`config.mk`:
```
export PLATFORM = sky130hd
export DESIGN_NAME = uart_rx
export DESIGN_NICKNAME = d
export VERILOG_FILES = /design/src/rtl/uart_rx.sv
export SDC_FILE = /design/constraint.sdc
export NUM_CORES = 1
export LEC_CHECK = 0
export ABC_CLOCK_PERIOD_IN_PS = 2100
export CAP_MARGIN = 20
export CORE_MARGIN = 3
export CORE_UTILIZATION = 30
export CTS_CLUSTER_SIZE = 16
export DETAILED_ROUTE_END_ITERATION = 7
export GPL_ROUTABILITY_DRIVEN = 0
export HOLD_SLACK_MARGIN = 0.1
export PLACE_DENSITY = 0.55
export SYNTH_ARGS = -nofsm -noshare
export SYNTH_HDL_FRONTEND = slang
export SYNTH_SLANG_ARGS = --single-unit
```
`constraint.sdc`:
```
create_clock -name CLK -period 2.1 [get_ports CLK]
set_input_delay 0.42 -clock CLK [delete_from_list [all_inputs] [get_ports CLK]]
set_output_delay 0.42 -clock CLK [all_outputs]
set_load 0.05 [all_outputs]
```
`src/rtl/uart_rx.sv`:
```
// 8N1 UART receiver: oversampled Rx, one-byte holding register with ready/ack handshake.
// Define UART_RX_PARITY_EN to expect an even-parity bit between data and stop.
module uart_rx #(
  parameter int unsigned CLKS_PER_BIT = 16,
  parameter int unsigned CNT_W        = 16
) (
  input  logic       CLK,
  input  logic       reset,
  input  logic       Rx,
  input  logic       rd_ack,
  output logic [7:0] rx_data,
  output logic       rx_ready,
  output logic       rx_valid,
  output logic       rx_busy,
  output logic       frame_err,
`ifdef UART_RX_PARITY_EN
  output logic       overrun,
  output logic       parity_err
`else
  output logic       overrun
`endif
);

  localparam logic [CNT_W-1:0] HALF_M1 = CNT_W'(CLKS_PER_BIT / 2 - 1);
  localparam logic [CNT_W-1:0] FULL_M1 = CNT_W'(CLKS_PER_BIT - 1);

`ifdef UART_RX_PARITY_EN
  typedef enum logic [2:0] {S_IDLE, S_START, S_DATA, S_PARITY, S_STOP, S_BREAK} state_t;
`else
  typedef enum logic [2:0] {S_IDLE, S_START, S_DATA, S_STOP, S_BREAK} state_t;
`endif

  state_t           state, state_d;
  logic [CNT_W-1:0] cnt, cnt_d;
  logic [2:0]       idx, idx_d;
  logic [7:0]       shift, shift_d;
  logic             rx_meta, rx_s, rx_prev;
  logic             load, drop, ferr;
`ifdef UART_RX_PARITY_EN
  logic             par, par_d, perr;
`endif

  always_ff @(posedge CLK or negedge reset) begin
    if (!reset) begin
      rx_meta <= 1'b1;
      rx_s    <= 1'b1;
      rx_prev <= 1'b1;
    end else begin
      rx_meta <= Rx;
      rx_s    <= rx_meta;
      rx_prev <= rx_s;
    end
  end

  always_ff @(posedge CLK or negedge reset) begin
    if (!reset) begin
      state <= S_IDLE;
      cnt   <= '0;
      idx   <= '0;
      shift <= '0;
`ifdef UART_RX_PARITY_EN
      par   <= 1'b0;
`endif
    end else begin
      state <= state_d;
      cnt   <= cnt_d;
      idx   <= idx_d;
      shift <= shift_d;
`ifdef UART_RX_PARITY_EN
      par   <= par_d;
`endif
    end
  end

  always_comb begin
    state_d = state;
    cnt_d   = cnt;
    idx_d   = idx;
    shift_d = shift;
    load    = 1'b0;
    drop    = 1'b0;
    ferr    = 1'b0;
`ifdef UART_RX_PARITY_EN
    par_d   = par;
    perr    = 1'b0;
`endif
    case (state)
      S_IDLE: begin
        if (rx_prev && !rx_s) begin
          state_d = S_START;
          cnt_d   = '0;
        end
      end
      S_START: begin
        if (cnt == HALF_M1) begin
          cnt_d = '0;
          if (!rx_s) begin
            state_d = S_DATA;
            idx_d   = '0;
          end else begin
            state_d = S_IDLE;
          end
        end else begin
          cnt_d = cnt + 1'b1;
        end
      end
      S_DATA: begin
        if (cnt == FULL_M1) begin
          cnt_d        = '0;
          shift_d[idx] = rx_s;
          if (idx == 3'd7) begin
`ifdef UART_RX_PARITY_EN
            state_d = S_PARITY;
`else
            state_d = S_STOP;
`endif
          end else begin
            idx_d = idx + 3'd1;
          end
        end else begin
          cnt_d = cnt + 1'b1;
        end
      end
`ifdef UART_RX_PARITY_EN
      S_PARITY: begin
        if (cnt == FULL_M1) begin
          cnt_d   = '0;
          par_d   = rx_s;
          state_d = S_STOP;
        end else begin
          cnt_d = cnt + 1'b1;
        end
      end
`endif
      S_STOP: begin
        if (cnt == FULL_M1) begin
          cnt_d = '0;
          if (!rx_s) begin
            ferr    = 1'b1;
            state_d = S_BREAK;
          end else begin
            state_d = S_IDLE;
`ifdef UART_RX_PARITY_EN
            if (^{shift, par}) perr = 1'b1;
            else
`endif
            // An ack in the same cycle frees the register, so the new byte loads
            if (!rx_ready || rd_ack) load = 1'b1;
            else                     drop = 1'b1;
          end
        end else begin
          cnt_d = cnt + 1'b1;
        end
      end
      S_BREAK: begin
        if (rx_s) state_d = S_IDLE;
      end
      default: state_d = S_IDLE;
    endcase
  end

  always_ff @(posedge CLK or negedge reset) begin
    if (!reset) begin
      rx_data   <= '0;
      rx_ready  <= 1'b0;
      rx_valid  <= 1'b0;
      frame_err <= 1'b0;
      overrun   <= 1'b0;
`ifdef UART_RX_PARITY_EN
      parity_err <= 1'b0;
`endif
    end else begin
      rx_valid  <= load;
      frame_err <= ferr;
`ifdef UART_RX_PARITY_EN
      parity_err <= perr;
`endif
      if (load) begin
        rx_data  <= shift;
        rx_ready <= 1'b1;
      end else if (rd_ack) begin
        rx_ready <= 1'b0;
      end
      if (drop)                    overrun <= 1'b1;
      else if (rd_ack && rx_ready) overrun <= 1'b0;
    end
  end

  assign rx_busy = (state != S_IDLE);

endmodule

```
==> flow_metrics.tcl <==
set metrics [dict create \
    detailed_place_hpwl_um 3680 \
    worst_path_max_delay_cell "clkdlybuf4s50_1" \
    finalCriticalPeriod_ns 1.94 \
    fin_nets 261 \
    reg2reg_to "idx[0]" \
    area_growth_pct 20.7 \
    synth_top_family_by_area "simple AND/OR/NAND/NOR gates" \
    tritoncts "done" \
    die_area_um2 9180 \
    synth_area_leader_cell "dfrtp_1" \
    grt_start_max_net_pins 18 \
    synth_top_flop_cell "dfrtp_1" \
    synthCells 225 \
    ys_warn_count 0 \
    fp.dieW_um 95.8 \
    max_freq_mhz 514 \
    drt_iter0_markers 175 \
    drt_wl_total_um 5210 \
    slew_headroom 0.660 \
    ant_nets 0 \
    place_inst 345 \
    synth.avg_cell_area_um2 10.8 \
    critPathRequiredTime_ns 1.68 \
    hold_viol 0 \
    drive_gt1_frac 0.212 \
    synth_common_cells "dfrtp_1 (42), nand2_1 (23), mux2_1 (14)" \
    synth_top_area_share 0.434 \
    synth_mux_area_frac 0.0786 \
    root_buffer "clkbuf_8" \
    path_class "reg2out" \
    placementRows 32 \
    rsz0062_at_grt "false" \
    ys_ff_latch 45 \
    grt-ovfl-total 0 \
    tns_ns 0 \
    cp_slowest_stage_delay_ns 0.83 \
    timing.final.max_slew_violations 0 \
    yosys.area_share.simple 0.276 \
    timing.final.crit_share 0.926 \
    diodes 0 \
    worstHoldPathCells 0 \
    num_vias 1886 \
    synth_area_um2 2420 \
    io_buffers 16 \
    min_to "rx_s" \
    synthArstFlopShare 1.00 \
    rrSetupSlack_ns 0.16 \
    startpoint_type "flop" \
    initial_utilization 0.312 \
    vias_per_cell 5.28 \
    cts_buffers 5 \
    irDropWorstVdd_mv 0.280 \
    gr-usage-all-layers 0.121 \
    path_cells "clkdlybuf4s50_1" \
    path_clk_slew_ns 0.08 \
    cts_buffer_depth 2 \
    dieHeight_um 95.8 \
    core_um2 7770 \
    maxCapViolCount 0 \
    crit_path_end_kind "output port" \
    rr_worst_depth 5 \
    leakage_nw 1.29 \
    io_pins 17 \
    grt_pass1_wl_um 8690 \
    synth-xor-area-share 0 \
    final.setup_skew_ns 0.00359 \
    insertion_delay_ns 0.30 \
    synth_compound_area_frac 0.107 \
    yosysMostFrequentCell "dfrtp_1" \
    yosysUniqueCellTypes 54 \
    tightest_slew_ns 0.509 \
    path_depth 1 \
    min_from "rx_meta" \
    dr.pass1.iters 4 \
    path_max_fanout 4 \
    r2r-start "cnt[13]" \
    min_path_type "reg2reg" \
    grt_pass1_vias 1734 \
    clock-sinks 45 \
    status "complete, no violations" \
    h-tree-depth 2 \
    cp.arrival_ns 1.52 \
    drc_errors 0 \
    synthTopCellsByArea "dfrtp_1 (43%), mux2_1 (6.5%), nor4_4 (4.4%)" \
    synth_edf_count 0 \
    power_density_nw_per_um2 648 \
    synth_fp_nets 232 \
    setup_violations 0 \
    crit_buf_inv 1 \
    grt_antenna_before_repair 0 \
    yosysSeqAreaShare 0.467 \
    synth_fa_ha_area_frac 0.0155 \
    wl_per_cell_um 14.6 \
    final-instance-count-excl-fill 357 \
    crit_family "buffers and inverters" \
]
==> kinds of logic (layout without fill, tap and decap cells) <==
kind of cell	Yosys count	in the layout
muxes	17	17
and+or+nand+nor	100	100
adders and majority gates	3	3
buffers and inverters	24	54
DFF	45	45
AOI/OAI and AO/OA	36	36
==> cells in the final DEF, fill, tap and decap left out, types with 2 or more instances in the layout <==
cell type	netlist	layout
clkdlybuf4s50_1	0	14
nand4_1	5	5
clkbuf_8	0	5
nor4b_1	2	2
dfstp_2	3	3
nand2_1	23	23
or4_1	7	7
a221o_1	2	2
mux2_1	14	14
or3_1	4	4
nand2b_1	5	5
inv_1	6	6
o31ai_1	3	3
a22o_1	2	2
ha_1	3	3
buf_4	4	23
o21ai_0	8	8
nand3_1	12	12
nor2_1	7	7
nand3b_1	4	4
a31oi_1	3	3
nor4_4	5	5
and3_1	3	3
nor3_1	4	4
nor4_1	9	5
dfrtp_1	42	42
nor4_2	1	5
mux2_2	2	2
o211ai_1	3	3
a21oi_1	2	2
a211o_1	2	2
==> worst max path at each step <==
stage          startpoint       end
2_1_floorplan      cnt[7]  shift[6]
3_3_place_gp      cnt[13]  shift[4]
3_5_place_dp      cnt[13]  shift[5]
4_1_cts           cnt[13]  shift[5]
5_1_grt            cnt[0]   cnt[14]
6_report         rx_ready  rx_ready
==> where the power goes <==
part	internal [mW]	total, mW	switching (mW)	leakage (nW)
Combinational	0.104	0.288	0.184	0.622
Clock	0.357	0.655	0.298	0.0554
Sequential	0.902	0.949	0.0472	0.614
==> per-layer routing <==
metal	track usage	vias to the layer above	wire, um
met4	0.0474	0	85
met5	0	-	0
met2	0.174	49	2300
met3	0.0266	9	255
li1	-	901	-
met1	0.175	927	2580
==> through the flow <==
step	setup WS [ns]	utilization	instance area (um^2)	power, mW	hold WS, ns
2_1_floorplan	0.237	-	2420	1.14	0.124
3_3_place_gp	0.135	0.353	2740	1.25	0.345
3_5_place_dp	0.0488	0.353	2740	1.25	0.347
4_1_cts	0.0470	0.368	2860	1.91	0.360
5_1_grt	0.0717	0.376	2920	2.01	0.370
6_report	0.155	0.376	2920	1.89	0.358
==> sequential cells by signal (all words and copies together) (netlist names) <==
name,count
cnt,16
rx_data,8
shift,8
idx,3
state,3
frame_err,1
overrun,1
rx_meta,1
rx_prev,1
rx_ready,1
rx_s,1
rx_valid,1
==> layout make-up <==
type                            instances  area (um^2)
Fill cell                             787         4850
Multi-Input combinational cell        156         1180
Sequential cell                        45         1130
Timing Repair Buffer                   40          348
Tap cell                              102          128
Clock buffer                            6         72.6
Clock inverter                          2         38.8
Inverter                                6         22.5
==> repair_timing <==
item,in CTS,in global routing
buffers inserted,0,3
endpoints found under the hold margin,14,0
endpoints found under the setup margin,0,4
resized for setup,0,4
hold buffers,1,0
(Power assumes the default switching activity.)
